<file path="src/rtl/mbist_pkg.sv">
// mbist_pkg: shared types and the March C- element table for the MBIST sequencer.
// Revision 1.0
`default_nettype none

package mbist_pkg;

  localparam int MARCH_ELEM_CNT = 6;

  // bit 1 marks a read, bit 0 carries the data-background polarity
  typedef enum logic [1:0] {
    OP_W0 = 2'b00,
    OP_W1 = 2'b01,
    OP_R0 = 2'b10,
    OP_R1 = 2'b11
  } op_e;

  typedef struct packed {
    logic          dir;     // 1 = ascending addresses
    logic [1:0]    op_cnt;
    op_e  [0:1]    op;
  } elem_t;

  typedef enum logic [2:0] {
    ST_IDLE  = 3'd0,
    ST_LOAD  = 3'd1,
    ST_RUN   = 3'd2,
    ST_DRAIN = 3'd3,
    ST_DONE  = 3'd4,
    ST_FAIL  = 3'd5
  } state_e;

  localparam elem_t MARCH_C_TABLE [MARCH_ELEM_CNT] = '{
    '{dir: 1'b1, op_cnt: 2'd1, op: '{OP_W0, OP_W0}},
    '{dir: 1'b1, op_cnt: 2'd2, op: '{OP_R0, OP_W1}},
    '{dir: 1'b1, op_cnt: 2'd2, op: '{OP_R1, OP_W0}},
    '{dir: 1'b0, op_cnt: 2'd2, op: '{OP_R0, OP_W1}},
    '{dir: 1'b0, op_cnt: 2'd2, op: '{OP_R1, OP_W0}},
    '{dir: 1'b0, op_cnt: 2'd1, op: '{OP_R0, OP_R0}}
  };

  function automatic logic op_is_read(input op_e op);
    return op[1];
  endfunction

  function automatic logic op_data(input op_e op);
    return op[0];
  endfunction

endpackage

`default_nettype wire

</file>
<file path="src/rtl/mbist_march_rom.sv">
// mbist_march_rom: combinational March C- lookup from (element, op) indices.
// Revision 1.0
`default_nettype none

module mbist_march_rom
  import mbist_pkg::*;
(
  input  logic [2:0] elem_idx,
  input  logic       op_idx,
  output op_e        op,
  output logic       dir,
  output logic       is_last_op,
  output logic       next_dir,
  output logic       is_last_elem
);

  elem_t cur;
  elem_t nxt;

  always_comb begin
    cur = MARCH_C_TABLE[0];
    for (int i = 0; i < MARCH_ELEM_CNT; i++) begin
      if (elem_idx == 3'(i)) cur = MARCH_C_TABLE[i];
    end
    // the final element has no successor; reuse its own direction
    nxt = cur;
    for (int i = 0; i < MARCH_ELEM_CNT - 1; i++) begin
      if (elem_idx == 3'(i)) nxt = MARCH_C_TABLE[i+1];
    end
  end

  assign op           = cur.op[op_idx];
  assign dir          = cur.dir;
  assign is_last_op   = ({1'b0, op_idx} == (cur.op_cnt - 2'd1));
  assign next_dir     = nxt.dir;
  assign is_last_elem = (elem_idx == 3'(MARCH_ELEM_CNT - 1));

endmodule

`default_nettype wire

</file>
<file path="src/rtl/mbist_march_fsm.sv">
// mbist_march_fsm: March C- sequencer driving the address generator, memory and comparator.
// Revision 1.0
`default_nettype none

module mbist_march_fsm
  import mbist_pkg::*;
#(
  parameter int BIST_CMP_LAT     = 2,
  parameter bit BIST_STOP_ON_ERR = 1'b1
) (
  input  logic       clk,
  input  logic       rst,
  input  logic       bist_en,
  input  logic       bist_start,
  input  logic       last_addr,
  input  logic       bist_err,
  output logic       bist_run,
  output logic       bist_updown,
  output logic       bist_load,
  output logic       mem_cs,
  output logic       mem_we,
  output logic       mem_wpol,
  output logic       cmp_en,
  output logic       cmp_exp_pol,
  output logic       bist_busy,
  output logic       bist_done,
  output logic       bist_fail,
  output logic [2:0] fail_elem
);

  localparam int DRAIN_W = (BIST_CMP_LAT > 1) ? $clog2(BIST_CMP_LAT) : 1;

  state_e             state;
  logic [2:0]         elem_idx;
  logic               op_idx;
  logic [DRAIN_W-1:0] drain_cnt;
  logic               done_q;
  logic               fail_q;
  logic [2:0]         fail_elem_q;

  op_e  cur_op;
  logic cur_dir;
  logic is_last_op;
  logic next_dir;
  logic is_last_elem;

  mbist_march_rom u_rom (
    .elem_idx     (elem_idx),
    .op_idx       (op_idx),
    .op           (cur_op),
    .dir          (cur_dir),
    .is_last_op   (is_last_op),
    .next_dir     (next_dir),
    .is_last_elem (is_last_elem)
  );

  always_ff @(posedge clk) begin
    if (rst) begin
      state       <= ST_IDLE;
      elem_idx    <= '0;
      op_idx      <= 1'b0;
      drain_cnt   <= '0;
      done_q      <= 1'b0;
      fail_q      <= 1'b0;
      fail_elem_q <= '0;
    end else if (!bist_en) begin
      state     <= ST_IDLE;
      elem_idx  <= '0;
      op_idx    <= 1'b0;
      drain_cnt <= '0;
      done_q    <= 1'b0;
      fail_q    <= 1'b0;
    end else begin
      case (state)
        ST_IDLE, ST_DONE, ST_FAIL: begin
          if (bist_start) begin
            state       <= ST_LOAD;
            elem_idx    <= '0;
            op_idx      <= 1'b0;
            drain_cnt   <= '0;
            done_q      <= 1'b0;
            fail_q      <= 1'b0;
            fail_elem_q <= '0;
          end
        end
        ST_LOAD: state <= ST_RUN;
        ST_RUN: begin
          if (bist_err && !fail_q) begin
            fail_q      <= 1'b1;
            fail_elem_q <= elem_idx;
          end
          if (bist_err && BIST_STOP_ON_ERR) begin
            state  <= ST_FAIL;
            done_q <= 1'b1;
          end else if (is_last_op) begin
            op_idx <= 1'b0;
            if (last_addr) begin
              if (is_last_elem) state <= ST_DRAIN;
              else              elem_idx <= elem_idx + 3'd1;
            end
          end else begin
            op_idx <= 1'b1;
          end
        end
        ST_DRAIN: begin
          // reads still in the comparator pipeline can flag errors here
          if (bist_err && !fail_q) begin
            fail_q      <= 1'b1;
            fail_elem_q <= elem_idx;
          end
          if (bist_err && BIST_STOP_ON_ERR) begin
            state     <= ST_FAIL;
            done_q    <= 1'b1;
            drain_cnt <= '0;
          end else if (drain_cnt == DRAIN_W'(BIST_CMP_LAT - 1)) begin
            state     <= ST_DONE;
            done_q    <= 1'b1;
            drain_cnt <= '0;
          end else begin
            drain_cnt <= drain_cnt + 1'b1;
          end
        end
        default: state <= ST_IDLE;
      endcase
    end
  end

  logic in_run;
  assign in_run = (state == ST_RUN);

  assign mem_cs      = in_run;
  assign mem_we      = in_run & ~op_is_read(cur_op);
  assign mem_wpol    = in_run & ~op_is_read(cur_op) & op_data(cur_op);
  assign cmp_en      = in_run & op_is_read(cur_op);
  assign cmp_exp_pol = in_run & op_is_read(cur_op) & op_data(cur_op);
  assign bist_updown = in_run ? cur_dir : 1'b1;
  assign bist_load   = (state == ST_LOAD);
  assign bist_busy   = (state == ST_LOAD) | (state == ST_RUN) | (state == ST_DRAIN);

  // at the boundary: hold on a direction change or after the final element
  assign bist_run = in_run & is_last_op &
                    (~last_addr | (~is_last_elem & (next_dir == cur_dir)));

  assign bist_done = done_q;
  assign bist_fail = fail_q;
  assign fail_elem = fail_elem_q;

endmodule

`default_nettype wire

</file>
<file path="config.mk">
export PLATFORM = sky130hd
export DESIGN_NAME = mbist_march_fsm
export DESIGN_NICKNAME = d
export VERILOG_FILES = /design/src/rtl/mbist_pkg.sv /design/src/rtl/mbist_march_rom.sv /design/src/rtl/mbist_march_fsm.sv
export SDC_FILE = /design/constraint.sdc
export NUM_CORES = 1
export LEC_CHECK = 0
export ABC_AREA = 1
export CAP_MARGIN = 20
export CORE_ASPECT_RATIO = 1.75
export CORE_MARGIN = 2
export CORE_UTILIZATION = 35
export CTS_BUF_LIST = sky130_fd_sc_hd__clkbuf_8 sky130_fd_sc_hd__clkbuf_16
export CTS_CLUSTER_DIAMETER = 120
export DETAILED_ROUTE_END_ITERATION = 16
export GPL_ROUTABILITY_DRIVEN = 1
export PLACE_DENSITY = 0.7
export SLEW_MARGIN = 30
export SYNTH_ARGS = -nofsm -noshare
export SYNTH_HDL_FRONTEND = slang
export SYNTH_SLANG_ARGS = --single-unit
</file>
<file path="constraint.sdc">
create_clock -name clk -period 2.1 [get_ports clk]
set_input_delay 0.42 -clock clk [delete_from_list [all_inputs] [get_ports clk]]
set_output_delay 0.42 -clock clk [all_outputs]
set_load 0.01 [all_outputs]
</file>
* Yosys cells after proc, flatten, opt, wreduce, memory -nomap -nowiden
Cells that the tools add are included.
Cells by class: $add $sub $neg 3, $mul 0, divide/modulo/power cells 0, $lt $le $gt $ge 1, eq/ne operators 23, shifts and indexed selects 0, mux-type cells 43, bitwise logic cells 15, reduce and logical (&&, ||, !) cells 18
Operators with widths (count):
- $mux W7 | 8
- $mux W3 | 13
- $eq A3 B2 Y1 const B | 4
- $eq A3 B3 Y1 const B | 4
- $mux W6 | 2
- $ne A2 B2 Y1 const B | 6
- $ne A3 B3 Y1 const B | 4
- $pmux W3 S2 | 2
- $pmux W3 S4 | 1
- $mux W1 | 10
- $reduce_and A4 Y1 | 2
- $and A1 B1 Y1 | 7
- $eq A3 B1 Y1 const B | 2
- $logic_not A3 Y1 | 2
- $mux W2 | 3
- $pmux W1 S2 | 3
- $reduce_and A3 Y1 | 2
- $reduce_and A6 Y1 | 1
- $reduce_bool A2 Y1 | 3
- $reduce_and A5 Y1 | 1
- $not A1 Y1 | 4
- $reduce_or A2 Y1 | 2
- $add A3 B1 Y3 const B | 1
- $or A1 B1 Y1 | 3
- 13 further kinds | 13
Storage, ports and cells: register bits 13, latch bits 0, RAM bits 0, memory bits (read-only) 0, word-level logic and storage cells 110, memories 0

* Longest topological paths before layout
word-level depth 15, mapped depth 11

* Hierarchy
A second synthesis with hierarchy kept.
Second synthesis, totals: cells, all modules 153, area, all modules 947.2 um2
By module, submodules not included:
- mbist_march_fsm | times used 1, cells each 131, area each 835.8 um2
- mbist_march_rom | times used 1, cells each 22, area each 111.4 um2

* Least setup slack after synthesis
Ideal clock, no wire load.
kind register -> output, start point reg elem_idx[1], end point out mem_wpol, data arrival time 1396 ps, setup slack 284 ps, cell stages (with the launch flop) 8, path through dfxtp_1 > ha_1 > ha_1 > a21oi_1 > nand2_1 > a21oi_1 > inv_1 > nor3_2
Between the ends: longest elaborated chain between the ends 12, elaborated cells between the ends (all ways) 16, classes of those cells eq/ne (5); mux (8); bitwise (3)
RTL lines:
- start: declaration | RTL line mbist_march_fsm.sv:34 | logic [2:0] elem_idx;
- start signal: assignment | RTL line mbist_march_fsm.sv:99 | else elem_idx <= elem_idx + 3'd1;
- $eq A3 B1 Y1 | RTL line mbist_march_rom.sv:23 | if (elem_idx == 3'(i)) cur = MARCH_C_TABLE[i];
- $mux W6 (2 in series) | RTL line mbist_march_rom.sv:23
- $mux W7 (2 in series) | RTL line mbist_march_rom.sv:23
- $mux W7 * | RTL line mbist_march_rom.sv:23
- $mux W2 (implied by the code) * (3 in series) | RTL line mbist_march_rom.sv:32 | assign op = cur.op[op_idx];
- $not A1 Y1 | RTL line mbist_march_fsm.sv:133 | assign mem_wpol = in_run & ~op_is_read(cur_op) & op_data(cur_op);
- $and A1 B1 Y1 | RTL line mbist_march_fsm.sv:133
- $and A1 B1 Y1 * | RTL line mbist_march_fsm.sv:133
- end: declaration | RTL line mbist_march_fsm.sv:22 | output logic mem_wpol,
Mark *: on every way between the ends. The rest lies on a longest branch, timed or not. The select of a mux whose other input is x is not followed.

* Worst setup path after layout
start point reg elem_idx[0], end point out bist_run
Between the ends: longest elaborated chain between the ends 13, elaborated cells between the ends (all ways) 24, classes of those cells add/sub (1); eq/ne (7); mux (10); bitwise (5); reduce/logical (1)
RTL lines:
- $eq A3 B2 Y1 | RTL line mbist_march_rom.sv:23, mbist_march_rom.sv:28
- $mux W7 (3 in series) | RTL line mbist_march_rom.sv:23
- $mux W7 (5 in series) | RTL line mbist_march_rom.sv:28 | if (elem_idx == 3'(i)) nxt = MARCH_C_TABLE[i+1];
- $eq A1 B1 Y1 | RTL line mbist_march_fsm.sv:142 | (~last_addr | (~is_last_elem & (next_dir == cur_dir)));
- $and A1 B1 Y1 | RTL line mbist_march_fsm.sv:142
- $or A1 B1 Y1 | RTL line mbist_march_fsm.sv:142
- $and A1 B1 Y1 * | RTL line mbist_march_fsm.sv:141 | assign bist_run = in_run & is_last_op &
- end: declaration | RTL line mbist_march_fsm.sv:17 | output logic bist_run,
Mark *: on every way between the ends. The rest lies on a longest branch, timed or not.

==> out/results.ini <==
[status]
status=complete, no violations

[pwr]
max-vdd-ir-drop_mv=0.363
switching_share=0.317
p_int_uw=488
sequentialPowerShare=0.371
combPwrFrac=0.327
power_switching_uw=226
p_leak_uw=0.000601
power.density_nw_per_um2=515
p_clk_frac=0.303

[clock_tree]
path_clk_slew_ns=0.06
htreeDepth=1
clock_sinks=13
cts_tree=yes
clockBufferDepth=2
cts_made_buffers=3
root_buffer=clkbuf_8
clk_latency_ns=0.24
cts_hold_buffers=0

[synth]
seq_area_frac_synth=0.277
synth_seq_cells=13
synth_async_sr_flop_share=0
ys.flop_type=dfxtp_1
ys_warn_count=0
synth.distinct_cells=26
yosys.area.top_type_share=0.277
synth_area_leaders=dfxtp_1 (28%), nand2_1 (11%), ha_1 (6.7%)
synth-edff-count=0
synthesis.area_um2=940
avgSynthCellArea_um2=7.07
synth_fp_nets=144
synthCells=133
synth_top_cell_by_area=dfxtp_1

[detailed_routing]
routed_wl_um=2300
num_vias=982
viasPerCell=4.96
drt_iter0_drc=29
drc=0
wl_per_cell_um=11.6
detail_route.first_pass.iterations=4
postRouteAntennaNets=0

[setup_path]
required_ns=1.68
crit_path_max_fanout=4
cp.arrival_ns=1.62
endpoint_kind=primary output
setup.worst_path.class=flop to primary output
critPathLaunchType=flop

[grt]
grt_pass1_wl_um=3740
antenna_found_initial=0
grt.overflow.total=0
grtUsageTotal=0.151
grt_pass1_vias=976
grt_start_max_net_pins=9

[final_layout]
instances_no_fill=198
final_common_cell=nand2_1
synthToLayoutAreaGrowth_pct=47.5
final_cell_mix=nand2_1 (25), buf_4 (16), inv_1 (13), nor2_1 (13), clkdlybuf4s50_1 (12)
antenna_cells=0
nets=184
drive_above_1_share=0.395

[job]
max-cap-violations=0

[hold_path]
hp-class=flop to flop

[sta]
final.period_utilization=0.970
skew_ns=0.00783
max_freq_mhz=491
relSlewSlack=0.812
finalHoldViolCount=0
setup_viol=0
max_slew.worst_pin.slew_ns=0.282
slew_violations=0
setup-tns-final_ns=0
period_minus_slack_ns=2.04
fin_hold_ws_ns=0.470
rsz0062_at_grt=true

[placed_design]
port_buffers=19
gp_congestion=0.839
hpwlAfterDp_um=1730
place_inst=192

[die]
rows=24
fp.dieW_um=43.2
fp.dieH_um=72.5
coreArea_um2=2520
die_area_um2=3130
initial_core_util=0.373
ios=20

==> worst max-delay path, stage by stage (launching register included) <==
cell and delay, ns:
dfxtp_4 0.39, inv_2 0.06, ha_2 0.21, o21ai_2 0.15, nand2_2 0.08, buf_4 0.15
nand2_2 0.06, nand2_2 0.06, a21oi_2 0.10, buf_2 0.13
==> cells by family (layout without fill, tap and decap cells) <==
family                   count (synthesis)  after routing  share of synthesized area
buffers and inverters                   22             61                     0.0879
adder cells (fa/ha/maj)                  5              5                     0.0666
AND/OR/NAND/NOR                         70             70                      0.417
XOR/XNOR                                 2              2                     0.0186
flip-flops                              13             13                      0.277
AO/OA/AOI/OAI                           21             21                      0.133
==> per-stage QoR <==
stage          utilization  instance area [um2]  worst slack, ns  total power, uW
2_1_floorplan            -                  940            0.284              401
3_3_place_gp         0.502                 1270           -0.172              473
3_5_place_dp         0.502                 1270           -0.256              477
4_1_cts              0.522                 1320           0.0177              699
5_1_grt              0.550                 1390          -0.0329              754
6_report             0.550                 1390           0.0640              714
==> path summary, 6_finish.rpt <==
check / startpoint / to / cells after the start / slack (ns)
min: bist_done / bist_done / 2 / 0.47
max reg2reg: elem_idx[0] / elem_idx[0] / 13 / 0.35
max: elem_idx[0] / bist_run / 9 / 0.06
min reg2reg: bist_done / bist_done / 2 / 0.47
==> Yosys cell counts, types with 4 or more instances <==
master   instances
a21oi_1          9
dfxtp_1         13
ha_1             5
inv_1           16
inv_2            6
nand2_1         28
nand2_2          4
nand3_1          5
nor2_1          13
nor3_1           4
o21ai_0          4
==> layout make-up <==
cell class / count / area, um2
Timing Repair Buffer: 35 / 283
Clock buffer: 3 / 41.3
Sequential cell: 13 / 268
Clock inverter: 1 / 3.75
Tap cell: 26 / 32.5
Fill cell: 262 / 1140
Multi-Input combinational cell: 98 / 676
Inverter: 22 / 82.6
==> power by group through the flow <==
stage / Sequential [uW] / Combinational (uW) / Clock [uW]
after CTS: 263 / 215 / 220
after detailed placement: 268 / 209 / 0
after global placement: 267 / 206 / 0
final: 265 / 233 / 216
after floorplan: 268 / 133 / 0
after global routing: 266 / 255 / 233
==> timing repair <==
item,in CTS,in global routing
setup endpoints to repair,7,6
buffers inserted,2,0
resized for setup,26,24
pin swaps,3,5
==> sequential cells by signal (all words and copies together), names as in the netlist <==
register	cells
elem_idx	3
fail_elem	3
drain_cnt	1
op_idx	1
state	3
bist_done	1
bist_fail	1
==> metal layers <==
metal | wire (um) | GRT usage | vias to the layer above
li1 | - | - | 506
met1 | 900 | 0.159 | 450
met2 | 1300 | 0.284 | 21
met3 | 72 | 0.0149 | 5
met4 | 35 | 0.0774 | 0
met5 | 0 | 0 | -
Power figures use the tool's default switching activity.
